**config.mk**
```make
export PLATFORM = sky130hd
export DESIGN_NAME = vec_mem_sequencer
export DESIGN_NICKNAME = d
export VERILOG_FILES = /design/src/rtl/vec_mem_sequencer.sv
export SDC_FILE = /design/constraint.sdc
export NUM_CORES = 2
export LEC_CHECK = 0
export CAP_MARGIN = 20
export CORE_UTILIZATION = 40
export CTS_CLUSTER_SIZE = 14
export DETAILED_ROUTE_END_ITERATION = 7
export PLACE_DENSITY = 0.66
export SLEW_MARGIN = 40
export SYNTH_ARGS = -nofsm -noshare
export SYNTH_HDL_FRONTEND = slang
export SYNTH_SLANG_ARGS = --single-unit
```
**constraint.sdc**
```tcl
create_clock -name CLK -period 25.7 [get_ports CLK]
set_clock_uncertainty 0.15 [all_clocks]
set_input_delay 2.57 -clock CLK [delete_from_list [all_inputs] [get_ports CLK]]
set_output_delay 2.57 -clock CLK [all_outputs]
set_load 0.05 [all_outputs]
```
**src/rtl/vec_mem_sequencer.sv**
```systemverilog
// vec_mem_sequencer
//
// Serializes one LANES-wide vector load or store from the vector CPU into
// LANES scalar accesses on a single-port, N-bit data memory at consecutive
// word addresses (base+0 .. base+LANES-1, wrapping modulo 2^AW). While the
// CPU is idle the memory port is lent to a single-word readout path.
//
// Ports
//   CLK, reset            rising-edge clock, asynchronous active-high reset
//   cpu_req/cpu_we        vector request (level, held until cpu_done) / 1=store
//   cpu_addr/cpu_wdata    base word address / store data (lane 0 = LSBs)
//   cpu_stall             cpu_req & ~cpu_done, purely combinational
//   cpu_done              one-cycle completion strobe (the FIN state)
//   cpu_rdata             load result, held until the next load completes
//   mem_we/addr/wdata     memory port; mem_rdata arrives the cycle after addr
//   dbg_req/dbg_addr      readout request (level) / address sampled at grant
//   dbg_rdata/dbg_valid   readout data register / one-cycle update strobe
//   fsm_state             current FSM state, for observation only
//
// Handshake: the CPU raises cpu_req with cpu_we/cpu_addr/cpu_wdata valid and
// keeps it high until it sees cpu_done; the operands are captured in IDLE and
// not looked at again. A cpu_req still high during FIN belongs to the finished
// transfer; a new request is taken in IDLE at the earliest one cycle after FIN.
// dbg_req is a level; each grant produces exactly one dbg_valid pulse, and a
// request still high afterwards is simply re-arbitrated in IDLE (CPU first).
module vec_mem_sequencer #(
  parameter int N     = 16,
  parameter int LANES = 16,
  parameter int AW    = 32
) (
  input  logic                 CLK,
  input  logic                 reset,
  input  logic                 cpu_req,
  input  logic                 cpu_we,
  input  logic [AW-1:0]        cpu_addr,
  input  logic [LANES*N-1:0]   cpu_wdata,
  output logic                 cpu_stall,
  output logic                 cpu_done,
  output logic [LANES*N-1:0]   cpu_rdata,
  output logic                 mem_we,
  output logic [AW-1:0]        mem_addr,
  output logic [N-1:0]         mem_wdata,
  input  logic [N-1:0]         mem_rdata,
  input  logic                 dbg_req,
  input  logic [AW-1:0]        dbg_addr,
  output logic [N-1:0]         dbg_rdata,
  output logic                 dbg_valid,
  output logic [2:0]           fsm_state
);

  localparam int CW = $clog2(LANES);
  localparam logic [CW-1:0] LAST = CW'(LANES - 1);

  typedef enum logic [2:0] {
    IDLE     = 3'd0,
    WR       = 3'd1,
    RD       = 3'd2,
    RD_DRAIN = 3'd3,
    FIN      = 3'd4,
    DBG      = 3'd5,
    DBG_CAP  = 3'd6
  } state_t;

  state_t               state;
  state_t               state_nxt;
  logic [CW-1:0]        cnt;
  logic [AW-1:0]        base;
  logic [AW-1:0]        dbg_base;
  logic [AW-1:0]        addr_hold;
  logic [AW-1:0]        lane_addr;
  logic [LANES*N-1:0]   wbuf;
  logic [LANES*N-1:0]   rbuf;
  logic [LANES*N-1:0]   drain_vec;
  logic [LANES*N-1:0]   rdata_q;
  logic [N-1:0]         dbg_rdata_q;
  logic                 dbg_valid_q;

  // AW-bit addition wraps naturally past the top of the address space.
  assign lane_addr = base + AW'(cnt);

  // Read buffer with the final lane taken straight from the memory, so the
  // completed vector can be loaded into cpu_rdata on the edge entering FIN.
  always_comb begin
    drain_vec = rbuf;
    drain_vec[(LANES-1)*N +: N] = mem_rdata;
  end

  // State register
  always_ff @(posedge CLK or posedge reset) begin
    if (reset) begin
      state <= IDLE;
    end else begin
      state <= state_nxt;
    end
  end

  // Next-state logic
  always_comb begin
    state_nxt = state;
    case (state)
      IDLE: begin
        if (cpu_req) begin
          state_nxt = cpu_we ? WR : RD;
        end else if (dbg_req) begin
          state_nxt = DBG;
        end
      end
      WR:       if (cnt == LAST) state_nxt = FIN;
      RD:       if (cnt == LAST) state_nxt = RD_DRAIN;
      RD_DRAIN: state_nxt = FIN;
      FIN:      state_nxt = IDLE;
      DBG:      state_nxt = DBG_CAP;
      DBG_CAP:  state_nxt = IDLE;
      default:  state_nxt = IDLE;
    endcase
  end

  // Memory port outputs are decoded from the state so that an asynchronous
  // reset drops mem_we in the same cycle. Outside WR/RD/DBG the address holds
  // the last value driven (0 after reset).
  always_comb begin
    mem_we    = 1'b0;
    mem_wdata = '0;
    mem_addr  = addr_hold;
    case (state)
      WR: begin
        mem_we    = 1'b1;
        mem_addr  = lane_addr;
        mem_wdata = wbuf[int'(cnt)*N +: N];
      end
      RD:      mem_addr = lane_addr;
      DBG:     mem_addr = dbg_base;
      default: ;
    endcase
  end

  // Datapath registers
  always_ff @(posedge CLK or posedge reset) begin
    if (reset) begin
      cnt         <= '0;
      base        <= '0;
      dbg_base    <= '0;
      addr_hold   <= '0;
      wbuf        <= '0;
      rbuf        <= '0;
      rdata_q     <= '0;
      dbg_rdata_q <= '0;
      dbg_valid_q <= 1'b0;
    end else begin
      addr_hold   <= mem_addr;
      dbg_valid_q <= 1'b0;
      case (state)
        IDLE: begin
          if (cpu_req) begin
            base <= cpu_addr;
            wbuf <= cpu_wdata;
            cnt  <= '0;
          end else if (dbg_req) begin
            dbg_base <= dbg_addr;
          end
        end
        WR: cnt <= cnt + CW'(1);
        RD: begin
          // Data for the address issued last cycle belongs to lane cnt-1.
          if (cnt != '0) begin
            rbuf[(int'(cnt)-1)*N +: N] <= mem_rdata;
          end
          cnt <= cnt + CW'(1);
        end
        RD_DRAIN: begin
          rbuf    <= drain_vec;
          rdata_q <= drain_vec;
        end
        DBG_CAP: begin
          dbg_rdata_q <= mem_rdata;
          dbg_valid_q <= 1'b1;
        end
        default: ;
      endcase
    end
  end

  assign cpu_done  = (state == FIN);
  assign cpu_stall = cpu_req & ~cpu_done;
  assign cpu_rdata = rdata_q;
  assign dbg_rdata = dbg_rdata_q;
  assign dbg_valid = dbg_valid_q;
  assign fsm_state = state;

endmodule

```
Yosys cells after proc, flatten, opt, wreduce, memory -nomap -nowiden

Cells that the tools add are included.

RAM bits: 0
Latch bits: 0
ROM bits: 0
Word-level logic and storage cells: 60
Flip-flop bits (word level): 888
Input bits: 341
Output and inout port bits: 327
Memories: 0

Divide/modulo/power cells: 0
$add $sub $neg: 4
Equal/unequal tests: 12
Reductions and logical operators: 11
Order comparisons: 0
Bitwise operators: 4
Multiplexer cells: 15
Shift operators: 3
$mul: 0

Operators with widths:

| cell                      | number |
|---|---|
| $pmux 256 s2              | 1 |
| $bwmux 256                | 1 |
| $mux 256                  | 1 |
| $shift 16x33->256 const A | 1 |
| $shiftx 16x33->256        | 1 |
| $shiftx 256x9->16         | 1 |
| $pmux 32 s2               | 1 |
| $neg 9->33                | 1 |
| $add 32x4->32             | 1 |
| $mux 16                   | 1 |
| $pmux 3 s5                | 1 |
| $mux 3                    | 4 |
| $eq 3x3->1 const B        | 3 |
| $reduce_and 3->1          | 3 |
| $ne 2x2->1 const B        | 4 |
| $pmux 4 s2                | 1 |
| $eq 3x2->1 const B        | 2 |
| $reduce_and 2->1          | 3 |
| $sub 4x1->5 const B       | 1 |
| $add 4x1->4 const B       | 1 |
| $eq 4x4->1 const B        | 1 |
| $mux 4                    | 1 |
| $reduce_bool 2->1         | 2 |
| $reduce_bool 4->1         | 1 |
| other kinds (8)           | 11 |

Logic depth before layout (Yosys ltp)

Depth in word-level cells: 6
Mapped depth: 17
Gate-level depth less buffers: 12

Worst setup path after synthesis

OpenSTA, ideal clock, no wires.

Path type: reg2out
Start: register cnt[1]
End: output mem_addr[20]
Stages on the path, launching flop included: 11
Slack: 19021 ps
Data arrival time: 3959 ps
Cell sequence: dfrtp_1 > clkbuf_1 > clkbuf_1 > clkbuf_1 > inv_1 > fa_1 > nand2b_1 > a211oi_1 > nand3_1 > xor2_1 > o21ai_0

Cells in the longest elaborated chain, start to end: 2

RTL lines:

| what                   | line | RTL |
|---|---|---|
| start, declared        | 66   | `logic [CW-1:0] cnt;` |
| start signal, assigned | 162  | `WR: cnt <= cnt + CW'(1);` |
| start signal, assigned | 168  | `cnt <= cnt + CW'(1);` |
| $add 32x4->32          | 79   | `assign lane_addr = base + AW'(cnt);` |
| $pmux 32 s2            | 125  | `case (state)` |
| end, declared          | 41   | `output logic [AW-1:0] mem_addr,` |

No other way between the ends.

Final worst setup path

Start: register cnt[0]
End: output mem_addr[24]

The elaborated chain is that of the path after synthesis.

==> flow_summary.json <==
{
  "fmax_mhz": 141,
  "maxSlewHeadroom_pct": 42.1,
  "finalHoldViolCount": 0,
  "start_util_pct": 40.4,
  "irDropWorstVdd_uv": 93.6,
  "leakage_uw": 0.0202,
  "ys_seq_area_share_pct": 61.1,
  "crit_arrival_ps": 4350,
  "whs_ps": 331,
  "cts_resized": 0,
  "row_count": 109,
  "start_kind": "flip-flop",
  "dieHeight_um": 301,
  "cts_buffer_depth": 3,
  "routed_wl_um": 104000,
  "worst-path-max-fanout": 28,
  "drc": 0,
  "postPlaceCellArea_um2": 43600,
  "min_to": "dbg_rdata[9]",
  "fin_crit_ps": 7070,
  "vias": 22957,
  "synthCells": 2368,
  "dr.pass1.iters": 5,
  "m1WireLength_um": 40700,
  "syn-cell-area_um2": 35700,
  "worst-path-buf-inv": 2,
  "rr_startpoint": "cnt[0]",
  "cts_tree": "built",
  "h-tree-depth": 3,
  "areaGrowthSynthToFinish_pct": 31.2,
  "worst-r2r-setup-slack_ps": 20420,
  "cp_top_family": "buffers and inverters",
  "status": "finished clean",
  "grt-ovfl-total": 0,
  "critical_path.endpoint_type": "output pin",
  "yosysUniqueCellTypes": 64,
  "core_area_um2": 88400,
  "ys_seq_elements": 872,
  "wl_met3_um": 7960,
  "cts_root_buf": "clkbuf_16",
  "ys_warn_count": 0,
  "hold_buffers": 0,
  "place_inst": 4066,
  "worst_pin_slew_ps": 866,
  "worstHoldPathType": "reg2reg",
  "critPathKind": "reg2out",
  "num-fill-cells": 7238,
  "slowest_stage": "clkdlybuf4s50_1",
  "fin_nets": 3354,
  "powerDensity_nw_per_um2": 135,
  "yosysTopAreaCell": "dfrtp_1",
  "grt_pass1_vias": 24338,
  "io_pins": 668,
  "grt_max_degree": 111,
  "dieWidth_um": 301,
  "via_per_inst": 5.41,
  "required_ps": 22980,
  "min_from": "dbg_rdata[9]",
  "worstPathCellList": "ha_1 > inv_1 > fa_1 > nand2b_1 > a21o_1 > nor4_1 > mux2i_1 > o211ai_1 > clkdlybuf4s50_1",
  "hold_path_depth": 2,
  "detail_route.wl_per_cell_um": 24.5,
  "drtIter0Drc": 1328,
  "synth.most_common_cell": "dfrtp_1",
  "insertion_delay_ps": 650,
  "syn_nets": 2726,
  "die_area_um2": 90500,
  "antenna_found_initial": 23,
  "fin_area_um2": 46900,
  "drive_gt1_share_pct": 30.5,
  "finalSetupTns_ps": 0,
  "met2WireLength_um": 51800,
  "r2r_cells": 12,
  "gp_congestion": 0.838,
  "utilization_pct": 53.1,
  "cts.sink_count": 872,
  "max-cap-violations": 0,
  "rsz0062_at_grt": "false",
  "drv_slew": 0,
  "rr_endpoint": "rbuf[5]",
  "grt_use_total_pct": 22.9,
  "antenna_left": 0,
  "io_buffers": 667,
  "synth_area_leaders": "dfrtp_1, mux2_2, mux4_2",
  "cts_made_buffers": 91,
  "yosys.area.top_type_share_pct": 61.1,
  "setup-violations-final": 0,
  "grt_pass1_wl_um": 156000,
  "highest_layer": "met5",
  "synthTopCellsByCount": "dfrtp_1, mux2_2, o2bb2ai_1",
  "critical_path.max_stage_delay_ps": 870,
  "synth_edf_count": 0,
  "synth-main-ff-cell": "dfrtp_1",
  "stdcell_count": 4243,
  "synthArstFlopShare_pct": 100,
  "finalCritPeriodShare_pct": 27.5,
  "dp.final_hpwl_um": 75200,
  "cts_setup_buffers": 0,
  "clk_pin_slew_ps": 60,
  "syn_avg_cell_area_um2": 15.1
}
## cells in the final DEF (no fill, tap or decap), types with 16 or more instances in the layout
cell / netlist / routed
nand3_1: 23 / 19
a22oi_1: 25 / 25
nor2_1: 19 / 17
clkbuf_8: 0 / 18
ha_1: 16 / 16
nand2_1: 129 / 128
o2bb2ai_1: 176 / 176
nor2b_1: 22 / 22
mux2_2: 629 / 629
mux4_2: 80 / 80
o21ai_0: 33 / 33
clkdlybuf4s50_1: 0 / 660
dfrtp_1: 872 / 868
clkinv_2: 0 / 22
nand4_1: 17 / 17
clkbuf_16: 0 / 92
## stage by stage
step	worst slack, ps	total power [uW]
after floorplan	10990	4030
after global placement	17070	4890
after detailed placement	17950	4980
after CTS	18380	6400
after global routing	18330	6640
final	18630	6350
## layout make-up
type	instances	area [um^2]	area share [%]
repair buffers	697	7060	15.0
flip-flops and latches	872	21800	46.6
inverters	12	48.8	0.104
well taps	1165	1460	3.11
multi-input cells	1322	13300	28.3
diodes	9	22.5	0.0480
clock inverters	44	638	1.36
clock buffers	122	2570	5.49
## per-layer routing
layer	up-vias	global-route usage, %
met5	-	0
met4	24	8.36
met3	176	6.43
met2	780	38.5
met1	11972	27.9
li1	10005	-
## worst register-to-register path, stage by stage (launching register included)
cell      delay [ps]
dfrtp_4          760
clkinv_1         550
ha_1             480
nor2_1           150
o21ai_0          110
a21oi_1          190
o21ai_0          150
ha_1             330
or4b_1           560
nor3_1           230
o21bai_1         110
or4b_2           980
mux2_4           410
## sequential cells by signal (all words and copies together) (netlist names)
register   flops
base          32
dbg_base      32
cpu_rdata    256
dbg_valid      1
rbuf         240
dbg_rdata     16
fsm_state      3
wbuf         256
addr_hold     32
cnt            4
## kinds of logic (layout without fill, tap and decap cells)
group | after synthesis | count (layout) | synth area share, %
DFF | 872 | 872 | 61.1
muxes | 723 | 723 | 25.4
and+or+nand+nor | 280 | 280 | 3.97
AOI/OAI and AO/OA | 277 | 277 | 6.30
buffers and inverters | 174 | 875 | 1.98
xor gates and xnor gates | 25 | 25 | 0.672
adders and majority gates | 17 | 17 | 0.616
other | 0 | 9 | 0
## worst max path at each step
stage / start / endpoint / slack (ps) / cells after the start
3_5_place_dp: reset / cnt[1] / 17950 / 7
5_1_grt: cnt[0] / mem_addr[26] / 18330 / 9
3_3_place_gp: reset / cnt[1] / 17070 / 7
2_1_floorplan: reset / addr_hold[0] / 10990 / 1
6_report: cnt[0] / mem_addr[24] / 18630 / 9
4_1_cts: cnt[0] / mem_addr[14] / 18380 / 9
## report_power, final
part           internal [uW]  switching [uW]  leakage [uW]
registers               1880             334        0.0113
logic                   1160            1570       0.00736
clock network            839             561       0.00159
No activity file was read; power rests on OpenSTA's default activity.
